$ cat src/rtl/collision_ci_multi.sv
// Custom-instruction front end for a multi-engine hash collision search.
// Keeps the 16-word message buffer, hands out candidate counters to idle engines, and records the first matching counter.
module collision_ci_multi #(
   parameter int NUM_ENG    = 4,
   parameter int MATCH_BITS = 24
) (
   input  logic                          clk,
   input  logic                          reset,
   input  logic                          clk_en,
   input  logic                          start,
   input  logic [31:0]                   dataa,
   input  logic [31:0]                   datab,
   input  logic [2:0]                    n,
   output logic                          done,
   output logic [31:0]                   result,
   output logic [511:0]                  eng_msg,
   output logic [NUM_ENG-1:0]            eng_start,
   output logic [32*NUM_ENG-1:0]         eng_ctr,
   input  logic [NUM_ENG-1:0]            eng_done,
   input  logic [MATCH_BITS*NUM_ENG-1:0] eng_digest
);

   typedef enum logic [2:0] {
      ST_IDLE      = 3'd0,
      ST_SEARCH    = 3'd1,
      ST_DRAIN     = 3'd2,
      ST_FOUND     = 3'd3,
      ST_EXHAUSTED = 3'd4
   } state_t;

   state_t                 state_q, state_d;
   logic [31:0]            msg_q [16];
   logic [31:0]            msg_d [16];
   logic [3:0]             wp_q, wp_d;
   logic [MATCH_BITS-1:0]  target_q, target_d;
   logic [31:0]            next_q, next_d;
   logic [31:0]            found_q, found_d;
   logic [31:0]            dcount_q, dcount_d;
   logic                   wrap_q, wrap_d;
   logic                   pend_q, pend_d;
   logic [NUM_ENG-1:0]     busy_q, busy_d;
   logic [NUM_ENG-1:0]     start_q, start_d;
   logic [32*NUM_ENG-1:0]  ctr_q, ctr_d;
   logic                   done_q, done_d;
   logic [31:0]            result_q, result_d;

   logic                   accept_s;
   logic                   abort_s;
   logic                   hit_s;
   logic                   launched_s;
   logic [NUM_ENG-1:0]     valid_s;
   logic [31:0]            pop_s;
   logic [32:0]            sum_s;

   // Instruction decode, engine dispatch/completion and next-state logic.
   always_comb begin
      state_d    = state_q;
      msg_d      = msg_q;
      wp_d       = wp_q;
      target_d   = target_q;
      next_d     = next_q;
      found_d    = found_q;
      dcount_d   = dcount_q;
      wrap_d     = wrap_q;
      pend_d     = pend_q;
      ctr_d      = ctr_q;
      result_d   = result_q;
      start_d    = '0;
      accept_s   = clk_en & start & ~done_q;
      done_d     = accept_s;
      abort_s    = 1'b0;
      hit_s      = 1'b0;
      launched_s = 1'b0;
      pop_s      = 32'd0;
      sum_s      = 33'd0;
      // A completion on an engine that is not busy is stale and ignored.
      valid_s    = eng_done & busy_q;
      busy_d     = busy_q & ~valid_s;

      if (accept_s) begin
         case (n)
            3'd0: begin
               if (state_q == ST_SEARCH || state_q == ST_DRAIN) begin
                  result_d = 32'hFFFF_FFFF;
               end else begin
                  msg_d[wp_q]        = dataa;
                  msg_d[wp_q + 4'd1] = datab;
                  wp_d               = wp_q + 4'd2;
                  result_d           = 32'd0;
               end
            end
            3'd1: begin
               if (busy_q != '0 || state_q == ST_SEARCH || state_q == ST_DRAIN) begin
                  result_d = 32'hFFFF_FFFF;
               end else begin
                  target_d = dataa[MATCH_BITS-1:0];
                  next_d   = datab;
                  found_d  = 32'd0;
                  dcount_d = 32'd0;
                  wrap_d   = 1'b0;
                  pend_d   = 1'b0;
                  state_d  = ST_SEARCH;
                  result_d = 32'd0;
               end
            end
            3'd2: result_d = found_q;
            3'd3: begin
               case (state_q)
                  ST_SEARCH, ST_DRAIN: result_d = 32'd0;
                  ST_FOUND:            result_d = 32'd1;
                  ST_IDLE:             result_d = 32'd2;
                  ST_EXHAUSTED:        result_d = 32'd3;
                  default:             result_d = 32'd2;
               endcase
            end
            3'd4: result_d = dcount_q;
            3'd5: begin
               if (state_q == ST_SEARCH) begin
                  state_d = ST_DRAIN;
                  abort_s = 1'b1;
               end else begin
                  state_d = state_q;
               end
               result_d = 32'd0;
            end
            3'd6: begin
               wp_d     = 4'd0;
               result_d = 32'd0;
            end
            3'd7: result_d = {16'(NUM_ENG), 16'(MATCH_BITS)};
            default: result_d = 32'd0;
         endcase
      end else begin
         result_d = result_q;
      end

      if (state_q == ST_SEARCH) begin
         for (int i = 0; i < NUM_ENG; i++) begin
            pop_s = pop_s + 32'(valid_s[i]);
         end
         sum_s    = {1'b0, dcount_q} + {1'b0, pop_s};
         dcount_d = sum_s[32] ? 32'hFFFF_FFFF : sum_s[31:0];
         // Scan downward so the lowest-index matching engine is the one recorded.
         for (int i = NUM_ENG - 1; i >= 0; i--) begin
            if (valid_s[i] && (eng_digest[i*MATCH_BITS +: MATCH_BITS] == target_q)) begin
               hit_s   = 1'b1;
               found_d = ctr_q[i*32 +: 32];
            end else begin
               hit_s   = hit_s;
            end
         end
         if (hit_s) begin
            state_d = ST_DRAIN;
            pend_d  = 1'b1;
         end else if (!abort_s && !wrap_q) begin
            for (int i = 0; i < NUM_ENG; i++) begin
               if (!launched_s && !busy_d[i]) begin
                  launched_s        = 1'b1;
                  start_d[i]        = 1'b1;
                  busy_d[i]         = 1'b1;
                  ctr_d[i*32 +: 32] = next_q;
                  next_d            = next_q + 32'd1;
                  wrap_d            = (next_q == 32'hFFFF_FFFF);
               end else begin
                  launched_s        = launched_s;
               end
            end
         end else if (!abort_s && busy_d == '0) begin
            state_d = ST_EXHAUSTED;
         end else begin
            state_d = state_d;
         end
      end else if (state_q == ST_DRAIN) begin
         if (busy_d == '0) begin
            state_d = pend_q ? ST_FOUND : ST_IDLE;
         end else begin
            state_d = state_q;
         end
      end else begin
         busy_d = busy_d;
      end
   end

   // State registers; reset abandons every job and clears the buffer.
   always_ff @(posedge clk or negedge reset) begin
      if (!reset) begin
         state_q  <= ST_IDLE;
         for (int k = 0; k < 16; k++) begin
            msg_q[k] <= 32'd0;
         end
         wp_q     <= 4'd0;
         target_q <= '0;
         next_q   <= 32'd0;
         found_q  <= 32'd0;
         dcount_q <= 32'd0;
         wrap_q   <= 1'b0;
         pend_q   <= 1'b0;
         busy_q   <= '0;
         start_q  <= '0;
         ctr_q    <= '0;
         done_q   <= 1'b0;
         result_q <= 32'd0;
      end else begin
         state_q  <= state_d;
         for (int k = 0; k < 16; k++) begin
            msg_q[k] <= msg_d[k];
         end
         wp_q     <= wp_d;
         target_q <= target_d;
         next_q   <= next_d;
         found_q  <= found_d;
         dcount_q <= dcount_d;
         wrap_q   <= wrap_d;
         pend_q   <= pend_d;
         busy_q   <= busy_d;
         start_q  <= start_d;
         ctr_q    <= ctr_d;
         done_q   <= done_d;
         result_q <= result_d;
      end
   end

   // Buffer word 0 sits in the most significant bits of the broadcast message.
   always_comb begin
      eng_msg = '0;
      for (int k = 0; k < 16; k++) begin
         eng_msg[511 - 32*k -: 32] = msg_q[k];
      end
   end

   assign done      = done_q;
   assign result    = result_q;
   assign eng_start = start_q;
   assign eng_ctr   = ctr_q;

endmodule
$ cat config.mk
export PLATFORM = sky130hd
export DESIGN_NAME = collision_ci_multi
export DESIGN_NICKNAME = d
export VERILOG_FILES = /design/src/rtl/collision_ci_multi.sv
export SDC_FILE = /design/constraint.sdc
export NUM_CORES = 1
export LEC_CHECK = 0
export ABC_AREA = 1
export BUFFER_PORTS_ARGS = -buffer_cell sky130_fd_sc_hd__buf_2
export CORE_AREA = 2 2 334 336
export CTS_BUF_LIST = sky130_fd_sc_hd__clkbuf_4
export DETAILED_ROUTE_END_ITERATION = 8
export DIE_AREA = 0 0 336 338
export SYNTH_ARGS = -nofsm -noshare
export SYNTH_HDL_FRONTEND = slang
export SYNTH_SLANG_ARGS = --single-unit
$ cat constraint.sdc
create_clock -name clk -period 4.9 [get_ports clk]
set_clock_uncertainty 0.2 [all_clocks]
set_input_delay 0.735 -clock clk [delete_from_list [all_inputs] [get_ports clk]]
set_output_delay 0.735 -clock clk [all_outputs]
set_load 0.05 [all_outputs]
After elaboration in Yosys (flattened, before gate mapping)
Index checks and enable logic that the tools add are counted.
Storage, ports and cells
  register bits: 810
  input port bits: 171
  output and inout bits: 677
  word-level logic and storage cells: 205
Cells by class
  add/subtract/negate cells: 7
  $lt $le $gt $ge: 4
  equality and inequality tests: 19
  multiplexer cells: 93
  bitwise gates (word level): 12
  reductions and logical operators: 38
Operators with widths (count)
  512-bit bitwise mux: 2
  32-bit 2-to-1 mux: 27
  32-bit demux with 4-bit select: 2
  32-bit one-hot mux with 7 select lines: 1
  24-bit equality test: 4
  1-bit 2-to-1 mux: 41
  32-bit by 4-bit adder with 33-bit output: 1
  32-bit by 1-bit adder with 32-bit output, second input constant: 1
  32-bit equality test, second input constant: 1
  4-bit 2-to-1 mux: 7
  3-bit 2-to-1 mux: 9
  4-bit AND reduction: 4
  3-bit equality test, second input constant: 5
  3-bit by 2-bit equality test with 1-bit output, second input constant: 4
  3-bit AND reduction: 4
  1-bit logical AND: 11
  5-bit greater-or-equal comparator, second input constant: 2
  5-bit by 1-bit < comparator with 1-bit output, second input constant: 2
  4-bit inverter with 5-bit output: 2
  4-bit AND: 2
  1-bit zero test: 8
  4-bit one-hot mux with 2 select lines: 1
  3-bit by 1-bit equality test with 1-bit output, second input constant: 2
  2-bit one-hot mux with 3 select lines: 1
  18 further kinds: 29

Longest topological paths before layout
Gate-level depths: netlist of the first run.
  depth after elaboration: 27
  mapped depth: 18
  gate-level depth less buffers: 17

Worst setup path before layout of the first run
OpenSTA, ideal clock, no wires.
  kind: input -> register
  start: input port eng_done[0]
  end: register dcount_q[25]
  library setup time: 0.083 ns
  arrival time: 3.432 ns
  data required time: 4.617 ns
  setup slack: 1.186 ns
  cell stages on the path: 18
  path buffers: 1
  path through: nand2_1 inv_1 fa_1 inv_1 fa_1 inv_1 fa_1 nand2_1 nor2_1 nand2_1 nor3_2 nand4_1 nor2_2 inv_2 buf_6 nand2_1 o21ai_0 o21ai_0
On the way
  word-level cells in the longest chain between the ends: 7
RTL lines
  start: declaration: RTL line 19  | input logic [NUM_ENG-1:0] eng_done,
  4-bit AND: RTL line 77  | valid_s = eng_done & busy_q;
  1-bit by 1-bit adder with 2-bit output: RTL line 139  | pop_s = pop_s + 32'(valid_s[i]);
  2-bit by 1-bit adder with 3-bit output: RTL line 139
  3-bit by 1-bit adder with 4-bit output: RTL line 139
  32-bit by 4-bit adder with 33-bit output: RTL line 141  | sum_s = {1'b0, dcount_q} + {1'b0, pop_s};
  32-bit 2-to-1 mux: RTL line 142  | dcount_d = sum_s[32] ? 32'hFFFF_FFFF : sum_s[31:0];
  32-bit 2-to-1 mux: RTL line 137  | if (state_q == ST_SEARCH) begin
  end signal: assignment: RTL line 212  | dcount_q <= dcount_d;
  end: declaration: RTL line 38  | logic [31:0] dcount_q, dcount_d;
No other way between the ends.
A chain may end at the register's enable or synchronous reset.

Final worst setup path of the first run
  start: register target_q[20]
  end: register busy_q[2]
On the way
  word-level cells in the longest chain between the ends: 9
  elaborated cells between the ends (all ways): 15
  those cells by class: eq/ne: 4; mux: 7; reduce/logical: 4
RTL lines
  start: declaration: RTL line 35  | logic [MATCH_BITS-1:0] target_q, target_d;
  start signal: assignment: RTL line 209  | target_q <= target_d;
  24-bit equality test: RTL line 145  | if (valid_s[i] && (eng_digest[i*MATCH_BITS +: MATCH_BITS] == target_q)) begin
  1-bit logical AND: RTL line 145
  1-bit 2-to-1 mux (3 in series): RTL line 145
  1-bit 2-to-1 mux *: RTL line 145
  1-bit 2-to-1 mux *: RTL line 137
  4-bit 2-to-1 mux *: RTL line 152  | if (hit_s) begin
  4-bit 2-to-1 mux *: RTL line 137
  net busy_d[2]: RTL line 41  | logic [NUM_ENG-1:0] busy_q, busy_d;
  end signal: assignment: RTL line 215  | busy_q <= busy_d;
  end: declaration: RTL line 41
Mark *: on every way through the listed nets, which the timed path passes. The rest lies on a longest branch. The select of a mux whose other input is x is not followed.

==> results of run 1 <==
==> critical path, stage by stage, from the launching register on <==
cell and delay (ps):
dfrtp_1 360, buf_4 180, inv_1 330, nand2_1 130
nand2_1 90, nor2_1 60, nand2_1 50, nor2_1 40
nand2_1 140, nor2_4 50, buf_4 230, nor2_4 630
nand3_4 180, nor2_4 150, buf_4 510, nand2_1 130
o21ai_0 170, dlygate4sd3_1 570
==> report_power, final <==
part / internal (uW) / total [uW] / switching, uW / leakage [uW]
clock: 3080 / 6130 / 3050 / 0.00163
sequential: 8000 / 9340 / 1350 / 0.0109
combinational: 2080 / 9320 / 7240 / 0.0122
==> metrics by stage <==
| step | util | cells | total power (uW) | setup WS (ps) | hold WS, ps |
|---|---|---|---|---|---|
| after detailed placement | 0.3815 | 6580 | 18610 | 646.7 | 267.5 |
| final | 0.4144 | 7053 | 24800 | 613.8 | 136.6 |
| after CTS | 0.4142 | 7045 | 24900 | 653.8 | 29.39 |
| after global routing | 0.4143 | 7049 | 26130 | 364.7 | 60.63 |
| after floorplan | - | 4420 | 15350 | 1186 | 239.4 |
| after global placement | 0.3815 | 6580 | 18560 | 662.7 | 260.5 |
==> synth_stat cells <==
master / instances
fa_1: 3
ha_1: 3
o21ai_1: 109
nand3_2: 2
nor3_1: 29
nor3b_1: 1
o32ai_1: 3
o21bai_1: 1
buf_1: 9
inv_1: 370
nand4_1: 37
nor2_2: 7
nand3b_1: 4
a21oi_1: 67
inv_2: 21
nand4_2: 1
nor2_4: 5
clkbuf_1: 95
nor2b_1: 1
buf_4: 8
o211ai_1: 10
o22ai_1: 5
or2_2: 12
nand3_4: 1
nand3_1: 161
o221ai_1: 30
clkinv_1: 1
o31ai_1: 1
buf_2: 95
xnor2_1: 22
xor2_1: 55
a211oi_1: 1
nor3_2: 3
dfrtp_1: 809
nor2_1: 284
nor4_1: 7
a31oi_1: 1
nand2_1: 1454
nand2_2: 5
o21ai_0: 658
clkbuf_2: 4
and3_1: 3
o21a_1: 9
buf_6: 13
==> state kept, by name, indices dropped and copies added (netlist names) <==
name / count
state_q: 3
wp_q: 3
done: 1
next_q: 32
eng_msg: 512
dcount_q: 32
busy_q: 4
target_q: 24
eng_start: 4
eng_ctr: 128
found_q: 32
result: 32
pend_q: 1
wrap_q: 1
==> routing by layer <==
layer / track usage / routed length (um) / vias up
met5: 0 / 27 / -
met4: 0.1128 / 6281 / 4
met3: 0.07317 / 14670 / 298
met2: 0.4248 / 71180 / 1671
met1: 0.3673 / 67270 / 16850
li1: - / - / 16250
==> cells by family after synthesis <==
logic type	Yosys count
adders and majority gates	6
DFF	809
AOI/OAI and AO/OA	895
xor gates and xnor gates	77
and+or+nand+nor	2017
buffers and inverters	616
==> cell type report <==
cell class,count,area (sq um)
Clock inverter,65,389.1
Antenna cell,8,20.02
Sequential cell,809,20240
Fill cell,11360,64450
Inverter,392,1471
Timing Repair Buffer,979,5635
Multi-Input combinational cell,2995,13610
Tap cell,1488,1862
Clock buffer,317,2380
==> final timing paths <==
check / endpoint / slack, ps / cells after the start
max in group asynchronous: eng_msg[480]$_DFFE_PN0P_ / 2420 / 4
min: eng_msg[283]$_DFFE_PN0P_ / 140 / 3
max: busy_q[2]$_DFF_PN0_ / 610 / 17
min in group asynchronous: dcount_q[0]$_DFFE_PN0P_ / 640 / 3
max reg2reg: busy_q[2]$_DFF_PN0_ / 610 / 17
min reg2reg: eng_msg[480]$_DFFE_PN0P_ / 280 / 2
==> flow_metrics.py, run 1 <==
metrics = {
    "routing": {
        "drtIter0Drc": 3267,
        "wl_per_cell_um": 22.60,
        "route.detailed.drc": 0,
        "vias": 35070,
        "first_pass_iters": 6,
        "drt_wl_total_um": 159400,
        "ant_nets": 0,
        "viasPerCell": 4.972,
    },
    "power": {
        "ir_drop_v": 0.0002933,
        "p_leak_uw": 0.02475,
        "powerDensity_nw_per_um2": 543.7,
    },
    "global_routing": {
        "grt_pass1_wl_um": 229100,
        "grt_pass1_vias": 33420,
        "antenna_found_initial": 22,
        "gr-total-overflow": 0,
        "grt_max_degree": 154,
        "track_usage": 0.2755,
    },
    "critical_path": {
        "cp-end-kind": "flop",
        "cp_data_required_time_ps": 5780,
        "worstSetupStartpoint": "target_q[20]$_DFFE_PN0P_",
        "path_class": "reg2reg",
        "arrival_ps": 5160,
        "cp_max_fo": 54,
        "r2r_start": "target_q[20]$_DFFE_PN0P_",
        "start_kind": "flop",
    },
    "clock_tree": {
        "ctsResizeCount": 0,
        "clockBufferDepth": 3,
        "cts_tree": "done",
        "cts_root_buf": "clkbuf_4",
        "ctsHoldBuffers": 83,
        "cts_made_buffers": 220,
        "clk_latency_ps": 1140,
        "cts_sinks": 809,
        "postCtsSetupBuffers": 0,
        "h-tree-depth": 4,
        "clkSlewWorstSetupHoldPaths_ps": 70,
    },
    "logic_synthesis": {
        "synth_mux_area_frac": 0,
        "synth_top_family_by_area": "simple AND/OR/NAND/NOR gates",
        "yosysTopAreaCell": "dfrtp_1",
        "synth_area_per_cell_sq_um": 8.223,
        "synth-xor-area-share": 0.01856,
        "ys_seq_elements": 809,
        "synth_nets": 4597,
        "synth_top_area_frac": 0.5570,
        "synth_fa_ha_area_frac": 0.002685,
        "yosys.area_share.simple": 0.2228,
        "ys_top_cells_by_area": "dfrtp_1, nand2_1, o21ai_0",
        "ys_types": 44,
        "seq_area_frac_synth": 0.5570,
        "syn-cell-area_sq_um": 36340,
        "synth_cells": 4420,
        "synth-compound-area-share": 0.1284,
        "ys_warn_count": 0,
    },
    "hold_path": {
        "min_from": "datab[27]",
        "min_path_type": "in2reg",
    },
    "floorplan": {
        "pin_count": 848,
        "fp.dieW_um": 336,
        "start_util": 0.3302,
        "die-height_um": 338,
        "dieArea_sq_um": 113600,
        "row_count": 122,
        "core_sq_um": 110100,
    },
    "cells_and_area": {
        "layout_common_cells": "nand2_1, buf_2, dfrtp_1, o21ai_0, inv_1",
        "nets": 5574,
        "fin_area_sq_um": 45610,
        "final_common_cell": "nand2_1",
        "synthToLayoutAreaGrowth_pct": 25.50,
        "drive_above_1_share": 0.2345,
    },
    "run_status": {
        "outcome": "completed",
    },
    "placement": {
        "gp_congestion": 0.9732,
        "placed_area_sq_um": 41990,
        "hpwl_um": 114800,
        "portBuffers": 847,
    },
    "sta": {
        "min_period_ps": 4286,
        "setup_viol": 0,
        "grt_setup_unrepaired": "false",
        "period_share": 0.8747,
        "drv_slew": 0,
        "tightest_slew_ps": 1121,
        "hold_viol": 0,
        "fmax_mhz": 233.3,
        "fin_tns_setup_ps": 0,
        "slew_headroom": 0.2524,
    },
    "run": {
        "maxCapViolations": 0,
    },
}
(Power assumes the default switching activity.)
==> inputs of run 2 (changes only) <==
--- a/config.mk
+++ b/config.mk
@@ -11,6 +11,7 @@
 export CTS_BUF_LIST = sky130_fd_sc_hd__clkbuf_4
 export DETAILED_ROUTE_END_ITERATION = 8
 export DIE_AREA = 0 0 336 338
+export SKIP_LAST_GASP = 1
 export SYNTH_ARGS = -nofsm -noshare
 export SYNTH_HDL_FRONTEND = slang
 export SYNTH_SLANG_ARGS = --single-unit
==> constraint.sdc (replaced) <==
create_clock -name clk -period 4.9 [get_ports clk]
set_clock_uncertainty 0.2 [all_clocks]
set_input_delay 0.245 -clock clk [delete_from_list [all_inputs] [get_ports clk]]
set_output_delay 0.245 -clock clk [all_outputs]
set_load 0.05 [all_outputs]
==> flow_metrics.py, run 2 (synthesized netlist as in run 1, its figures left out) <==
metrics = {
    "critical_path": {
        "cp_max_fo": 25,
        "cp-end-kind": "flop",
        "cp_data_required_time_ps": 5690,
        "reg2reg_depth": 16,
        "arrival_ps": 5640,
        "r2r_end": "found_q[16]$_DFF_PN0_",
        "r2r_start": "target_q[18]$_DFFE_PN0P_",
        "worstSetupStartpoint": "target_q[18]$_DFFE_PN0P_",
        "r2r_setup_slack_ps": 50,
        "path_class": "reg2reg",
        "start_kind": "flop",
    },
    "floorplan": {
        "dieArea_sq_um": 113600,
        "die-height_um": 338,
        "start_util": 0.3302,
        "pin_count": 848,
        "row_count": 122,
        "fp.dieW_um": 336,
        "core_sq_um": 110100,
    },
    "clock_tree": {
        "clockBufferDepth": 3,
        "postCtsSetupBuffers": 0,
        "cts_root_buf": "clkbuf_4",
        "h-tree-depth": 4,
        "cts_tree": "done",
        "cts_made_buffers": 216,
        "cts_sinks": 809,
        "clkSlewWorstSetupHoldPaths_ps": 70,
        "clk_latency_ps": 1150,
    },
    "placement": {
        "portBuffers": 847,
        "dp_cells": 6580,
        "hpwl_um": 116400,
        "gp_congestion": 0.9774,
    },
    "cells_and_area": {
        "drive_above_1_share": 0.2283,
        "final_common_cell": "nand2_1",
        "synthToLayoutAreaGrowth_pct": 29.83,
        "layout_common_cells": "nand2_1, buf_2, dfrtp_1, o21ai_0, inv_1",
        "nets": 5732,
        "fin_cells": 7218,
        "largest_reg_flops": 512,
    },
    "routing": {
        "drt_wl_total_um": 163600,
        "wl_per_cell_um": 22.67,
        "first_pass_iters": 6,
        "ant_nets": 0,
        "drtIter0Drc": 3163,
        "vias": 35780,
        "viasPerCell": 4.957,
        "route.detailed.drc": 0,
    },
    "hold_path": {
        "min_path_cells": 7,
        "min_from": "eng_done[1]",
        "worstHoldEndpoint": "eng_ctr[88]$_DFFE_PN0P_",
        "min_path_type": "in2reg",
    },
    "power": {
        "p_leak_uw": 0.02540,
        "ir_drop_v": 0.0002897,
        "powerDensity_nw_per_um2": 529.1,
        "p_total_uw": 24960,
    },
    "global_routing": {
        "grt_pass1_vias": 34430,
        "antenna_found_initial": 15,
        "grt_pass1_wl_um": 234500,
        "grt_max_degree": 124,
        "track_usage": 0.2819,
        "gr-total-overflow": 0,
    },
    "sta": {
        "min_period_ps": 4845,
        "hold_viol": 0,
        "setup_viol": 0,
        "period_share": 0.9888,
        "slew_headroom": 0.2910,
        "tightest_slew_ps": 1063,
        "fmax_mhz": 206.4,
        "drv_slew": 0,
    },
    "run_status": {
        "outcome": "completed",
    },
    "run": {
        "maxCapViolations": 0,
    },
}
-- run 2: changes by cell type in the layout (fill, tap and decap cells not counted) --
cell,delta
dlygate4sd3_1,+159
buf_4,+5
buf_12,-4
clkinv_4,+3
clkbuf_4,-2
clkinv_1,+2
diode_2,+2
buf_16,+1
bufinv_16,-1
inv_1,-1
inv_2,+1
nand2_2,-1
nand2_4,+1
-- run 2: metrics by stage --
stage / setup TNS, ps / util / hold slack, ps / instance area [sq um] / worst slack (ps)
floorplan: 0 / - / -250.6 / 36340 / 1561
global placement: 0 / 0.3809 / 181.2 / 41920 / 1085
detailed placement: 0 / 0.3809 / 180.5 / 41920 / 1039
CTS: 0 / 0.4283 / 48.93 / 47140 / 48.06
global route: -15.90 / 0.4287 / 144.1 / 47180 / -11.65
finish: 0 / 0.4287 / 212.6 / 47190 / 54.86
-- run 2: how the worst max path moves through the flow --
stage,cells after the start,to
after floorplan,18,dcount_q[25]$_DFFE_PN0P_
after global placement,17,dcount_q[19]$_DFFE_PN0P_
after detailed placement,8,dcount_q[20]$_DFFE_PN0P_
after CTS,14,busy_q[2]$_DFF_PN0_
after global routing,16,busy_q[3]$_DFF_PN0_
final,16,found_q[16]$_DFF_PN0_
-- run 2: where the power goes --
group          internal (uW)  total (uW)  switching (uW)
logic                   2240        9540            7300
registers               8000        9320            1320
clock network           3020        6110            3090
total                  13300       25000           11700
-- run 2: area by class of cell --
| type | count | area (sq um) |
|---|---|---|
| timing repair inverter | 1 | 7.507 |
| inverter | 392 | 1479 |
| multi-input combinational | 2995 | 13610 |
| sequential | 809 | 20240 |
| clock inverter | 68 | 377.9 |
| timing repair buffer | 1140 | 7212 |
| antenna | 10 | 25.02 |
| tap | 1488 | 1862 |
| fill | 11290 | 62870 |
| clock buffer | 315 | 2365 |
-- run 2: worst max-delay path, cell delays in order, from the launching register on --
cell           delay, ps
dfrtp_1              760
xnor2_1              190
nand2_1               60
dlygate4sd3_1        550
nor2_1               100
dlygate4sd3_1        550
nand3_1               60
dlygate4sd3_1        570
nor2_2               250
buf_4                430
clkinvlp_4           460
nand3_1              170
nand3_1               80
nand2_1               90
nand2_1               50
nand2_1               70
nand2_1               50
-- run 2: timing repair --
| item | in CTS | in global routing |
|---|---|---|
| hold buffers | 245 | 0 |
| endpoints found under the setup margin | 0 | 21 |
| endpoints found under the hold margin | 1581 | 0 |
| gates resized for setup | 0 | 8 |
-- run 2: layer usage --
| metal | track usage | vias to the layer above | wire [um] |
|---|---|---|---|
| met5 | 0 | - | 11 |
| met4 | 0.1258 | 2 | 7266 |
| met3 | 0.08140 | 350 | 14540 |
| met2 | 0.4301 | 1750 | 72720 |
| met1 | 0.3715 | 17140 | 69080 |
| li1 | - | 16540 | - |
